File: src/rtl/core_boot_sequencer_pkg.sv
// Shared types and defaults for the staggered per-core reset-release sequencer.
// Latency: n/a (declarations only).
// Backpressure: n/a.
package core_boot_sequencer_pkg;

  localparam int DEFAULT_NUM_CORES    = 4;
  localparam int BOOT_STAGGER_DEFAULT = 16;
  localparam int BOOT_TIMEOUT_DEFAULT = 1024;

  typedef enum logic [2:0] {
    IDLE     = 3'd0,
    SCAN     = 3'd1,
    STAGGER  = 3'd2,
    WAIT_RDY = 3'd3,
    DONE     = 3'd4,
    FAIL     = 3'd5
  } boot_seq_state_e;

  // Core index width; a single-core system still needs one bit.
  function automatic int boot_idx_w(input int num_cores);
    return (num_cores > 1) ? $clog2(num_cores) : 1;
  endfunction

endpackage

File: src/rtl/core_boot_sequencer_if.sv
// Control/status bundle between the system controller and the boot sequencer.
// Latency: n/a (wires only).
// Backpressure: none; ready acknowledges are level signals sampled by the sequencer.
interface core_boot_sequencer_if
  import core_boot_sequencer_pkg::*;
#(
  parameter int NUM_CORES = DEFAULT_NUM_CORES
);
  localparam int CORE_IDX_W = boot_idx_w(NUM_CORES);

  logic                  start_i;
  logic [NUM_CORES-1:0]  core_en_mask_i;
  logic                  shutdown_i;
  logic [NUM_CORES-1:0]  core_ready_i;
  logic [NUM_CORES-1:0]  core_rst_no;
  logic                  busy_o;
  logic                  done_o;
  logic                  fail_o;
  logic [CORE_IDX_W-1:0] fail_core_o;

  // System controller / core side.
  modport master (
    output start_i, core_en_mask_i, shutdown_i, core_ready_i,
    input  core_rst_no, busy_o, done_o, fail_o, fail_core_o
  );

  // Sequencer side.
  modport slave (
    input  start_i, core_en_mask_i, shutdown_i, core_ready_i,
    output core_rst_no, busy_o, done_o, fail_o, fail_core_o
  );
endinterface

File: src/rtl/core_boot_sequencer_counter.sv
// Loadable, saturating up-counter with clear and terminal-count compare.
// Latency: count visible one cycle after inc/clr/load; tc_o is combinational on the count.
// Backpressure: none; saturates at all-ones so it can never wrap.
module boot_cycle_counter #(
  parameter int CNT_W = 8
) (
  input  logic             clk_i,
  input  logic             rst_i,
  input  logic             clr_i,
  input  logic             load_i,
  input  logic [CNT_W-1:0] load_val_i,
  input  logic             inc_i,
  input  logic [CNT_W-1:0] tc_val_i,
  output logic             tc_o
);
  logic [CNT_W-1:0] cnt_q, cnt_d;

  // Next count: clear beats load beats increment; hold at all-ones.
  always_comb begin
    cnt_d = cnt_q;
    if (clr_i) begin
      cnt_d = '0;
    end else if (load_i) begin
      cnt_d = load_val_i;
    end else if (inc_i && (cnt_q != {CNT_W{1'b1}})) begin
      cnt_d = cnt_q + CNT_W'(1);
    end
  end

  // Count register.
  always_ff @(posedge clk_i) begin
    if (rst_i) cnt_q <= '0;
    else       cnt_q <= cnt_d;
  end

  assign tc_o = (cnt_q == tc_val_i);
endmodule

File: src/rtl/core_boot_sequencer.sv
// Releases enabled per-core resets one at a time in ascending order, with a stagger delay and ready handshake.
// Latency: first release STAGGER_CYCLES+1+idx edges after start; all outputs registered.
// Backpressure: waits on each core's ready; optional watchdog via BOOT_SEQ_TIMEOUT_EN.
module core_boot_sequencer
  import core_boot_sequencer_pkg::*;
#(
  parameter int NUM_CORES      = DEFAULT_NUM_CORES,
  parameter int STAGGER_CYCLES = BOOT_STAGGER_DEFAULT,
  parameter int TIMEOUT_CYCLES = BOOT_TIMEOUT_DEFAULT
) (
  input logic                 clk_i,
  input logic                 rst_i,
  core_boot_sequencer_if.slave bus
);
  localparam int CORE_IDX_W = boot_idx_w(NUM_CORES);
  localparam int IDX_W      = CORE_IDX_W + 1;
  localparam int CNT_MAX    = (STAGGER_CYCLES > TIMEOUT_CYCLES) ? STAGGER_CYCLES : TIMEOUT_CYCLES;
  localparam int CNT_W      = $clog2(CNT_MAX + 1);

  boot_seq_state_e      state_q, state_d;
  logic [NUM_CORES-1:0] mask_q, mask_d;
  logic [IDX_W-1:0]     idx_q, idx_d;
  logic [NUM_CORES-1:0] rst_n_q, rst_n_d;
  logic                 busy_q, busy_d;
  logic                 done_q, done_d;

  logic [NUM_CORES-1:0] cur_onehot;
  logic                 cur_mask;
  logic                 cur_ready;
  logic                 cnt_clr, cnt_inc, cnt_tc;
  logic [CNT_W-1:0]     cnt_tc_val;

  // Decode the core currently pointed at; idx==NUM_CORES selects none.
  always_comb begin
    cur_onehot = '0;
    for (int i = 0; i < NUM_CORES; i++) begin
      cur_onehot[i] = (idx_q == IDX_W'(i));
    end
  end

  assign cur_mask  = |(mask_q & cur_onehot);
  assign cur_ready = |(bus.core_ready_i & cur_onehot);

`ifdef BOOT_SEQ_TIMEOUT_EN
  logic                  fail_q, fail_d;
  logic [CORE_IDX_W-1:0] fail_core_q, fail_core_d;
  logic                  timeout_hit;

  // Ready arriving on the terminal cycle wins over the watchdog.
  assign timeout_hit = (state_q == WAIT_RDY) && !cur_ready && cnt_tc;
  assign cnt_tc_val  = (state_q == WAIT_RDY) ? CNT_W'(TIMEOUT_CYCLES - 1) : CNT_W'(STAGGER_CYCLES - 1);
`else
  assign cnt_tc_val  = CNT_W'(STAGGER_CYCLES - 1);
`endif

  boot_cycle_counter #(.CNT_W(CNT_W)) u_cnt (
    .clk_i      (clk_i),
    .rst_i      (rst_i),
    .clr_i      (cnt_clr),
    .load_i     (1'b0),
    .load_val_i ({CNT_W{1'b0}}),
    .inc_i      (cnt_inc),
    .tc_val_i   (cnt_tc_val),
    .tc_o       (cnt_tc)
  );

  // State, index, captured mask and registered outputs.
  always_ff @(posedge clk_i) begin
    if (rst_i) begin
      state_q <= IDLE;
      mask_q  <= '0;
      idx_q   <= '0;
      rst_n_q <= '0;
      busy_q  <= 1'b0;
      done_q  <= 1'b0;
    end else begin
      state_q <= state_d;
      mask_q  <= mask_d;
      idx_q   <= idx_d;
      rst_n_q <= rst_n_d;
      busy_q  <= busy_d;
      done_q  <= done_d;
    end
  end

  // Next state; shutdown overrides everything and returns to IDLE.
  always_comb begin
    state_d = state_q;
    mask_d  = mask_q;
    idx_d   = idx_q;
    cnt_clr = 1'b0;
    cnt_inc = 1'b0;
    if (bus.shutdown_i) begin
      state_d = IDLE;
      idx_d   = '0;
    end else begin
      case (state_q)
        IDLE: begin
          if (bus.start_i) begin
            mask_d  = bus.core_en_mask_i;
            idx_d   = '0;
            state_d = SCAN;
          end
        end
        SCAN: begin
          if ((mask_q == '0) || (idx_q == IDX_W'(NUM_CORES))) begin
            state_d = DONE;
          end else if (cur_mask) begin
            cnt_clr = 1'b1;
            state_d = STAGGER;
          end else begin
            idx_d = idx_q + IDX_W'(1);
          end
        end
        STAGGER: begin
          if (cnt_tc) begin
            cnt_clr = 1'b1;
            state_d = WAIT_RDY;
          end else begin
            cnt_inc = 1'b1;
          end
        end
        WAIT_RDY: begin
          if (cur_ready) begin
            idx_d   = idx_q + IDX_W'(1);
            state_d = SCAN;
`ifdef BOOT_SEQ_TIMEOUT_EN
          end else if (timeout_hit) begin
            state_d = FAIL;
`endif
          end else begin
            cnt_inc = 1'b1;
          end
        end
        default: ;  // DONE / FAIL hold until shutdown or reset
      endcase
    end
  end

  // Registered output next-values, derived from the upcoming state.
  always_comb begin
    rst_n_d = rst_n_q;
    busy_d  = (state_d == SCAN) || (state_d == STAGGER) || (state_d == WAIT_RDY);
    done_d  = (state_d == DONE);
    if (bus.shutdown_i) begin
      rst_n_d = '0;
    end else if ((state_q == STAGGER) && cnt_tc) begin
      rst_n_d = rst_n_q | cur_onehot;
`ifdef BOOT_SEQ_TIMEOUT_EN
    end else if (timeout_hit) begin
      rst_n_d = rst_n_q & ~cur_onehot;
`endif
    end
  end

`ifdef BOOT_SEQ_TIMEOUT_EN
  // Failure flag and the index of the core that never answered.
  always_comb begin
    fail_d      = (state_d == FAIL);
    fail_core_d = fail_core_q;
    if (bus.shutdown_i)  fail_core_d = '0;
    else if (timeout_hit) fail_core_d = idx_q[CORE_IDX_W-1:0];
  end

  // Failure status registers.
  always_ff @(posedge clk_i) begin
    if (rst_i) begin
      fail_q      <= 1'b0;
      fail_core_q <= '0;
    end else begin
      fail_q      <= fail_d;
      fail_core_q <= fail_core_d;
    end
  end

  assign bus.fail_o      = fail_q;
  assign bus.fail_core_o = fail_core_q;
`else
  assign bus.fail_o      = 1'b0;
  assign bus.fail_core_o = '0;
`endif

  assign bus.core_rst_no = rst_n_q;
  assign bus.busy_o      = busy_q;
  assign bus.done_o      = done_q;
endmodule

File: src/flat_wrapper.sv
// flat-port wrapper written by rule: the top's interface ports become plain ports
module core_boot_sequencer_flat import core_boot_sequencer_pkg::*;
#(
  parameter int NUM_CORES      = DEFAULT_NUM_CORES,
  parameter int STAGGER_CYCLES = BOOT_STAGGER_DEFAULT,
  parameter int TIMEOUT_CYCLES = BOOT_TIMEOUT_DEFAULT
)
  (clk_i, rst_i, bus_start_i, bus_core_en_mask_i, bus_shutdown_i, bus_core_ready_i, bus_core_rst_no, bus_busy_o, bus_done_o, bus_fail_o, bus_fail_core_o);
  core_boot_sequencer_if #(.NUM_CORES(NUM_CORES)) bus_i ();
  input logic clk_i;
  input logic rst_i;
  input wire logic [$bits(bus_i.start_i)-1:0] bus_start_i;
  input wire logic [$bits(bus_i.core_en_mask_i)-1:0] bus_core_en_mask_i;
  input wire logic [$bits(bus_i.shutdown_i)-1:0] bus_shutdown_i;
  input wire logic [$bits(bus_i.core_ready_i)-1:0] bus_core_ready_i;
  output wire logic [$bits(bus_i.core_rst_no)-1:0] bus_core_rst_no;
  output wire logic [$bits(bus_i.busy_o)-1:0] bus_busy_o;
  output wire logic [$bits(bus_i.done_o)-1:0] bus_done_o;
  output wire logic [$bits(bus_i.fail_o)-1:0] bus_fail_o;
  output wire logic [$bits(bus_i.fail_core_o)-1:0] bus_fail_core_o;
  assign bus_i.start_i = bus_start_i;
  assign bus_i.core_en_mask_i = bus_core_en_mask_i;
  assign bus_i.shutdown_i = bus_shutdown_i;
  assign bus_i.core_ready_i = bus_core_ready_i;
  assign bus_core_rst_no = bus_i.core_rst_no;
  assign bus_busy_o = bus_i.busy_o;
  assign bus_done_o = bus_i.done_o;
  assign bus_fail_o = bus_i.fail_o;
  assign bus_fail_core_o = bus_i.fail_core_o;
  core_boot_sequencer #(.NUM_CORES(NUM_CORES), .STAGGER_CYCLES(STAGGER_CYCLES), .TIMEOUT_CYCLES(TIMEOUT_CYCLES)) u_core (.clk_i(clk_i), .rst_i(rst_i), .bus(bus_i));
endmodule
File: config.mk
export PLATFORM = sky130hd
export DESIGN_NAME = core_boot_sequencer_flat
export DESIGN_NICKNAME = d
export VERILOG_FILES = /design/src/rtl/core_boot_sequencer_pkg.sv /design/src/rtl/core_boot_sequencer_if.sv /design/src/rtl/core_boot_sequencer_counter.sv /design/src/rtl/core_boot_sequencer.sv /design/src/flat_wrapper.sv
export SDC_FILE = /design/constraint.sdc
export NUM_CORES = 1
export LEC_CHECK = 0
export CELL_PAD_IN_SITES_DETAIL_PLACEMENT = 1
export CELL_PAD_IN_SITES_GLOBAL_PLACEMENT = 2
export CORE_UTILIZATION = 31
export DETAILED_ROUTE_END_ITERATION = 8
export GPL_ROUTABILITY_DRIVEN = 0
export PLACE_DENSITY_LB_ADDON = 0.15
export RECOVER_POWER = 25
export REMOVE_ABC_BUFFERS = 1
export SYNTH_ARGS = -nofsm -noshare
export SYNTH_HDL_FRONTEND = slang
export SYNTH_SLANG_ARGS = --single-unit
export TNS_END_PERCENT = 50
File: constraint.sdc
create_clock -name clk_i -period 2.5 [get_ports clk_i]
set_input_delay 0.5 -clock clk_i [delete_from_list [all_inputs] [get_ports clk_i]]
set_output_delay 0.5 -clock clk_i [all_outputs]
set_load 0.01 [all_outputs]
# --- Word-level counts from Yosys, hierarchy flattened ---
# Index checks and enable logic that the tools add are counted.
totals:
  output_inout_bits: 9
  register_bits: 27
classes:
  addsub: 2
  bitwise_logic: 4
  muxes: 21
  n_reduce_logical: 15
  eq_ne: 17
ops:
  columns: ["operator", "count"]
  rows:
  - ["$mux 3", 10]
  - ["$eq 3x2->1 const B", 6]
  - ["$pmux 3 s4", 1]
  - ["$add 11x1->11 const B", 1]
  - ["$eq 11x4->1 const B", 1]
  - ["$ne 11x11->1 const B", 1]
  - ["$eq 3x1->1 const B", 3]
  - ["$pmux 3 s3", 1]
  - ["$and 4x4->4", 2]
  - ["$reduce_or 4->1", 2]
  - ["$mux 1", 7]
  - ["$eq 3x3->1 const B", 2]
  - ["$logic_not 3->1", 2]
  - ["$ne 2x2->1 const B", 3]
  - ["$reduce_and 5->1", 1]
  - ["$logic_not 4->1", 1]
  - ["$or 4x4->4", 1]
  - ["$pmux 1 s2", 2]
  - ["$reduce_or 2->1", 2]
  - ["$add 3x1->3 const B", 1]
  - ["$logic_or 1x1->1", 3]
  - ["$reduce_and 3->1", 1]
  - ["$reduce_bool 3->1", 1]
  - ["$logic_and 1x1->1", 2]
  - ["other kinds (2)", 2]

# --- Longest topological paths before layout ---
logic_depth:
  ltp_word: 10
  ltp_mapped: 8
  depth_no_buf: 7

# --- Hierarchy ---
# Synthesis repeated with hierarchy kept, for this count alone.
unflattened:
  cells_unflattened: 206
  hier_area_um2: 1716.6
by_module_without_submodules:
  columns: ["mod", "area_each_um2", "cells_each", "seq_area_each_um2", "instances"]
  rows:
  - ["core_boot_sequencer", 884.6, 107, 320.3, 1]
  - ["boot_cycle_counter", 832.0, 99, 220.2, 1]

# --- Worst setup path after synthesis ---
# No wires, ideal clock.
synth_timing:
  kind: "register to register"
  from: "reg u_core.u_cnt.cnt_q[0]"
  to: "reg u_core.u_cnt.cnt_q[5]"
  synth_period_minus_slack_ns: 2.024
  arrival_time_ns: 1.891
  path_slack_ns: 0.476
  path_stages_with_launch: 9
  path_cell_list: "dfxtp_1 ha_1 and2_1 clkbuf_1 and3_1 o32a_1 buf_2 o41ai_1 a21oi_1"
synth_between:
  elab_chain_len: 5
  elab_cells_between_ends: 11
synth_rtl:
  columns: ["element", "line_no", "source"]
  rows:
  - ["from (decl)", "core_boot_sequencer_counter.sv:16", "logic [CNT_W-1:0] cnt_q, cnt_d;"]
  - ["from (signal assigned)", "core_boot_sequencer_counter.sv:33", "else cnt_q <= cnt_d;"]
  - ["$eq 11x4->1", "core_boot_sequencer_counter.sv:36", "assign tc_o = (cnt_q == tc_val_i);"]
  - ["$mux 1", "core_boot_sequencer.sv:116", "if (cnt_tc) begin"]
  - ["$pmux 1 s2", "core_boot_sequencer.sv:97", "case (state_q)"]
  - ["$mux 1", "core_boot_sequencer.sv:93", "if (bus.shutdown_i) begin"]
  - ["$reduce_or 2->1 (no source line) or $logic_and 1x1->1 (tied branches)", null, null]
# Several ways; a longest one is shown, not always the timed one.
# A chain may end at the register's enable or synchronous reset.

# --- Worst setup path after layout ---
layout_timing:
  from: "reg u_core.idx_q[0]"
  to: "reg u_core.u_cnt.cnt_q[4]"
layout_between:
  elab_chain_len: 8
  elab_cells_between_ends: 19
layout_rtl:
  columns: ["element", "line_no", "source"]
  rows:
  - ["from (decl)", "core_boot_sequencer.sv:22", "logic [IDX_W-1:0] idx_q, idx_d;"]
  - ["from (signal assigned)", "core_boot_sequencer.sv:79", "idx_q <= idx_d;"]
  - ["$eq 3x1->1 (tied with other cells)", "core_boot_sequencer.sv:37", "cur_onehot[i] = (idx_q == IDX_W'(i));"]
  - ["$and 4x4->4", "core_boot_sequencer.sv:41", "assign cur_mask = |(mask_q & cur_onehot);"]
  - ["$reduce_or 4->1", "core_boot_sequencer.sv:41", null]
  - ["$mux 1", "core_boot_sequencer.sv:108", "end else if (cur_mask) begin"]
  - ["$mux 1", "core_boot_sequencer.sv:106", "if ((mask_q == '0) || (idx_q == IDX_W'(NUM_CORES))) begin"]
  - ["$pmux 1 s2", "core_boot_sequencer.sv:97", null]
  - ["$mux 1", "core_boot_sequencer.sv:93", null]
  - ["$reduce_or 2->1 (no source line)", null, null]
# Several ways; a longest one is shown, not always the timed one.

==> run summary <==
Counting I/O delays and the setup requirement, the final critical path takes 2.27 ns. For this design the total switching power over the nets is 182 uW. The yosys synthesis warning count was 0; the number of instances in the synthesized netlist was 174. The worst hold path was traced through 2 stages. Yosys mapped the design onto 42 distinct sky130hd cell types. For this run, design rule violations remaining after detail routing come to 0.

The run gives 0.374 as the sequential cell area fraction in the yosys report. The count of cells along the worst register-to-register path is 7. TritonCTS built the clock tree. The top cell type's share of synthesized area was 0.374; the total clock buffers created by CTS was 3. The design draws 770 uW. The starting density of the core is 0.328, and the total wirelength of the detailed-routed design is 3.89 mm. The number of buffer and inverter stages on the critical path works out to 1.

The half-perimeter wire length of the detailed placement result was 3.00 mm; the synthesized cell area was 1450 sq um. The growth of design area from synthesis to finish was 20.6%. Startpoint type of the worst setup path: a flip-flop.

The number of global-route vias before repair was 1450. The combinational group share of total power is 0.099. STA classifies the critical path endpoint as a flip-flop. The tools report the depth of the CTS H-tree as 1. Class of the most critical hold timing path: flip-flop to flip-flop.

After clock tree synthesis, the clock-pin slew on the worst setup and hold paths is 0.09 ns. Averaged over all synthesized cells, the footprint is 8.31 sq um. The run gives 0.575 as the register share of total power.

The number of enable-type register cells in the synthesized netlist was 0. The total congestion overflow is 0, and the overall fraction of global-route tracks in use is 0.166. For the final sum of negative setup slack, the log shows 0 ns. Dividing total power by cell area gives a power density of 441 nW/um^2. The clock network power share is 0.326.

Setup repair after global routing left no endpoint under its margin. The cell type of the slowest stage on the worst timing path is sky130_fd_sc_hd__or4_1. The synthesis-stage register bit count came out at 27. Clock tree synthesis selected as its root buffer the cell sky130_fd_sc_hd__clkbuf_8. The logs give 244 for the number of placed cells counting well taps and 248 for the post-route non-filler standard cell count. In the synthesized netlist, the cells that appear most often are sky130_fd_sc_hd__dfxtp_1, sky130_fd_sc_hd__a21oi_1, sky130_fd_sc_hd__nor2_1.

The fraction of layout instances using a drive strength above 1 is 0.0612, and the fraction of synthesis flops using an asynchronous set or reset pin is 0. The tools report the number of slew-limit violations in the final report as 0. Startpoint-to-endpoint class of the critical path: flip-flop to flip-flop. Dividing the detail-routed via count by the number of cells gives 5.61.

The slew at the pin with the worst max-slew slack is 0.604 ns. The core area is 4410 sq um. Portion of the clock cycle consumed by the worst path in the final layout: 0.906. Broken down by cell family, the worst path's largest delay share belongs to compound AO/OA/AOI/OAI gates. The required time at the worst-slack endpoint was 2.71 ns; the insertion delay of the later-clocked pin in the worst-skew pair was 0.27 ns. Ranked by total cell area, the synthesized netlist is headed by sky130_fd_sc_hd__dfxtp_1, sky130_fd_sc_hd__a21oi_1, sky130_fd_sc_hd__ha_1, sky130_fd_sc_hd__nor2_1, sky130_fd_sc_hd__mux2i_1. For the initial antenna violation count, the log shows 0. Among all flip-flop cells after synthesis, the most frequent one is sky130_fd_sc_hd__dfxtp_1. The path length in cells of the critical path was 7; the worst path arrival time was 2.48 ns. The logs give 0.591 for the relative max-transition margin and 4940 sq um for the die area.

Largest net degree at the start of global routing: 15. The width of the die is 70.3 microns, and the number of inserted diodes is 0. The flow ran to the end, and the final reports show no timing, DRC or antenna violations. The run gives 215 as the number of nets at the end of the flow. The largest clock skew in the final design is 0.00314 ns, and the setup violation total in the final timing report is 0. IR analysis of the VDD net gives a maximum drop of 0.184 mV. After detailed routing, the average wire length per cell comes to 15.7 microns. The count of port buffers added during placement came out at 17. In this run the vertical extent of the chip is 70.3 microns. Max-cap violations in this run came to 0. The run gives 0 as the number of hold-slack violations in the final timing report. The signal on the critical path passes through inv_1, ha_1, a22oi_1, o211ai_1, o32a_2, or4_1, a21oi_1. The maximum fanout along the worst path was 12; the delay contributed by the slowest stage of the critical path was 0.53 ns.

The logs give 27 for the total number of clock tree sinks and 0 for the post-CTS repair timing setup buffer count. For the number of rows created at floorplan, the log shows 24. The largest area contributor in the synthesized netlist was sky130_fd_sc_hd__dfxtp_1.

Post-CTS repair changed the size of 0 cells. For the total number of vias, the log shows 1391. In this run the static leakage power is 0.000621 uW. The first routing iteration left 27 violations.

The first global-routing pass estimated 6.71 mm of wire. The fraction of power spent switching nets was 0.237. By instance count, the leading cell after synthesis is sky130_fd_sc_hd__dfxtp_1.

Counting along the longest clock path gives a buffer depth of 2. In this run the remaining antenna-violating nets after routing total 0. 21 I/O pins were placed. The number of hold-repair buffers added at the cts stage was 0; the number of optimization iterations in the first detailed-route pass was 4. Timing would allow up to 0.441 GHz.

Cell internal power was estimated by the tool at 587 uW.
logic make-up (layout without fill, tap and decap cells):
group                      Yosys count  in the layout  share of synthesized area
AOI/OAI and AO/OA                   49             49                      0.214
DFF                                 27             27                      0.374
xor gates and xnor gates             1              1                    0.00606
other                                1              3                    0.00259
and+or+nand+nor                     68             68                      0.266
adders and majority gates            6              6                     0.0519
buffers and inverters               18             38                     0.0580
muxes                                4              4                     0.0277
state kept, by name (all words and copies together), names as in the netlist:
register                cells
u_core.bus.core_rst_no      4
u_core.bus.busy_o           1
u_core.bus.done_o           1
u_core.u_cnt.cnt_q         11
u_core.mask_q               4
u_core.idx_q                3
u_core.state_q              3
power groups by stage:
stage	clock, uW	sequential, uW	combinational (uW)
5_1_grt	278	443	84.1
4_1_cts	259	442	77.7
3_3_place_gp	0	452	75.0
2_1_floorplan	0	451	38.9
6_report	251	442	76.1
3_5_place_dp	0	452	77.0
routing by layer:
layer | routed length, microns | vias up | global-route usage
li1 | - | 686 | -
met2 | 2010 | 22 | 0.308
met1 | 1720 | 675 | 0.191
met4 | 75 | 0 | 0.0600
met3 | 85 | 8 | 0.0231
met5 | 0 | - | 0
stage by stage:
| stage | cell area [sq um] | worst slack, ns | utilization | hold slack, ns |
|---|---|---|---|---|
| 2_1_floorplan | 1410 | 0.459 | - | 0.459 |
| 3_3_place_gp | 1700 | 0.0491 | 0.384 | 0.453 |
| 3_5_place_dp | 1700 | -0.0904 | 0.384 | 0.462 |
| 4_1_cts | 1740 | 0.0463 | 0.394 | 0.494 |
| 5_1_grt | 1740 | 0.0483 | 0.395 | 0.512 |
| 6_report | 1740 | 0.235 | 0.395 | 0.476 |
worst register-to-register path: cells and delay by family (launching register included):
family | cells | cell delay [ns]
compound gates | 4 | 0.93
flops | 1 | 0.41
simple gates | 1 | 0.53
buf+inv | 1 | 0.09
fa+ha+maj | 1 | 0.26
path summary, 6_finish.rpt:
check,from,endpoint,slack (ns)
min,u_core.bus.core_rst_no[3]$_SDFFE_PP0P_,u_core.bus.core_rst_no[3]$_SDFFE_PP0P_,0.48
min reg2reg,u_core.bus.core_rst_no[3]$_SDFFE_PP0P_,u_core.bus.core_rst_no[3]$_SDFFE_PP0P_,0.48
max,u_core.idx_q[0]$_SDFFE_PP0P_,u_core.u_cnt.cnt_q[4]$_SDFFE_PP0P_,0.23
max reg2reg,u_core.idx_q[0]$_SDFFE_PP0P_,u_core.u_cnt.cnt_q[4]$_SDFFE_PP0P_,0.23
area by class of cell:
cell class	count	area [sq um]
Fill cell	531	2670
Multi-Input combinational cell	131	837
Sequential cell	27	541
Timing Repair Buffer	24	219
Tap cell	52	65.1
Clock buffer	4	45.0
Inverter	10	37.5
placed cells by master (no fill, tap or decap), drive strengths merged, types with 4 or more instances in the layout:
cell type      count
dfxtp             27
o31ai              5
a21oi             22
buf                7
nand3              4
o21ai              5
nand2              8
dlygate4sd3        6
nor2              17
inv               10
or4                5
mux2i              4
clkbuf             4
ha                 6
clkdlybuf4s50     11
and2               6
(Power assumes the default switching activity.)
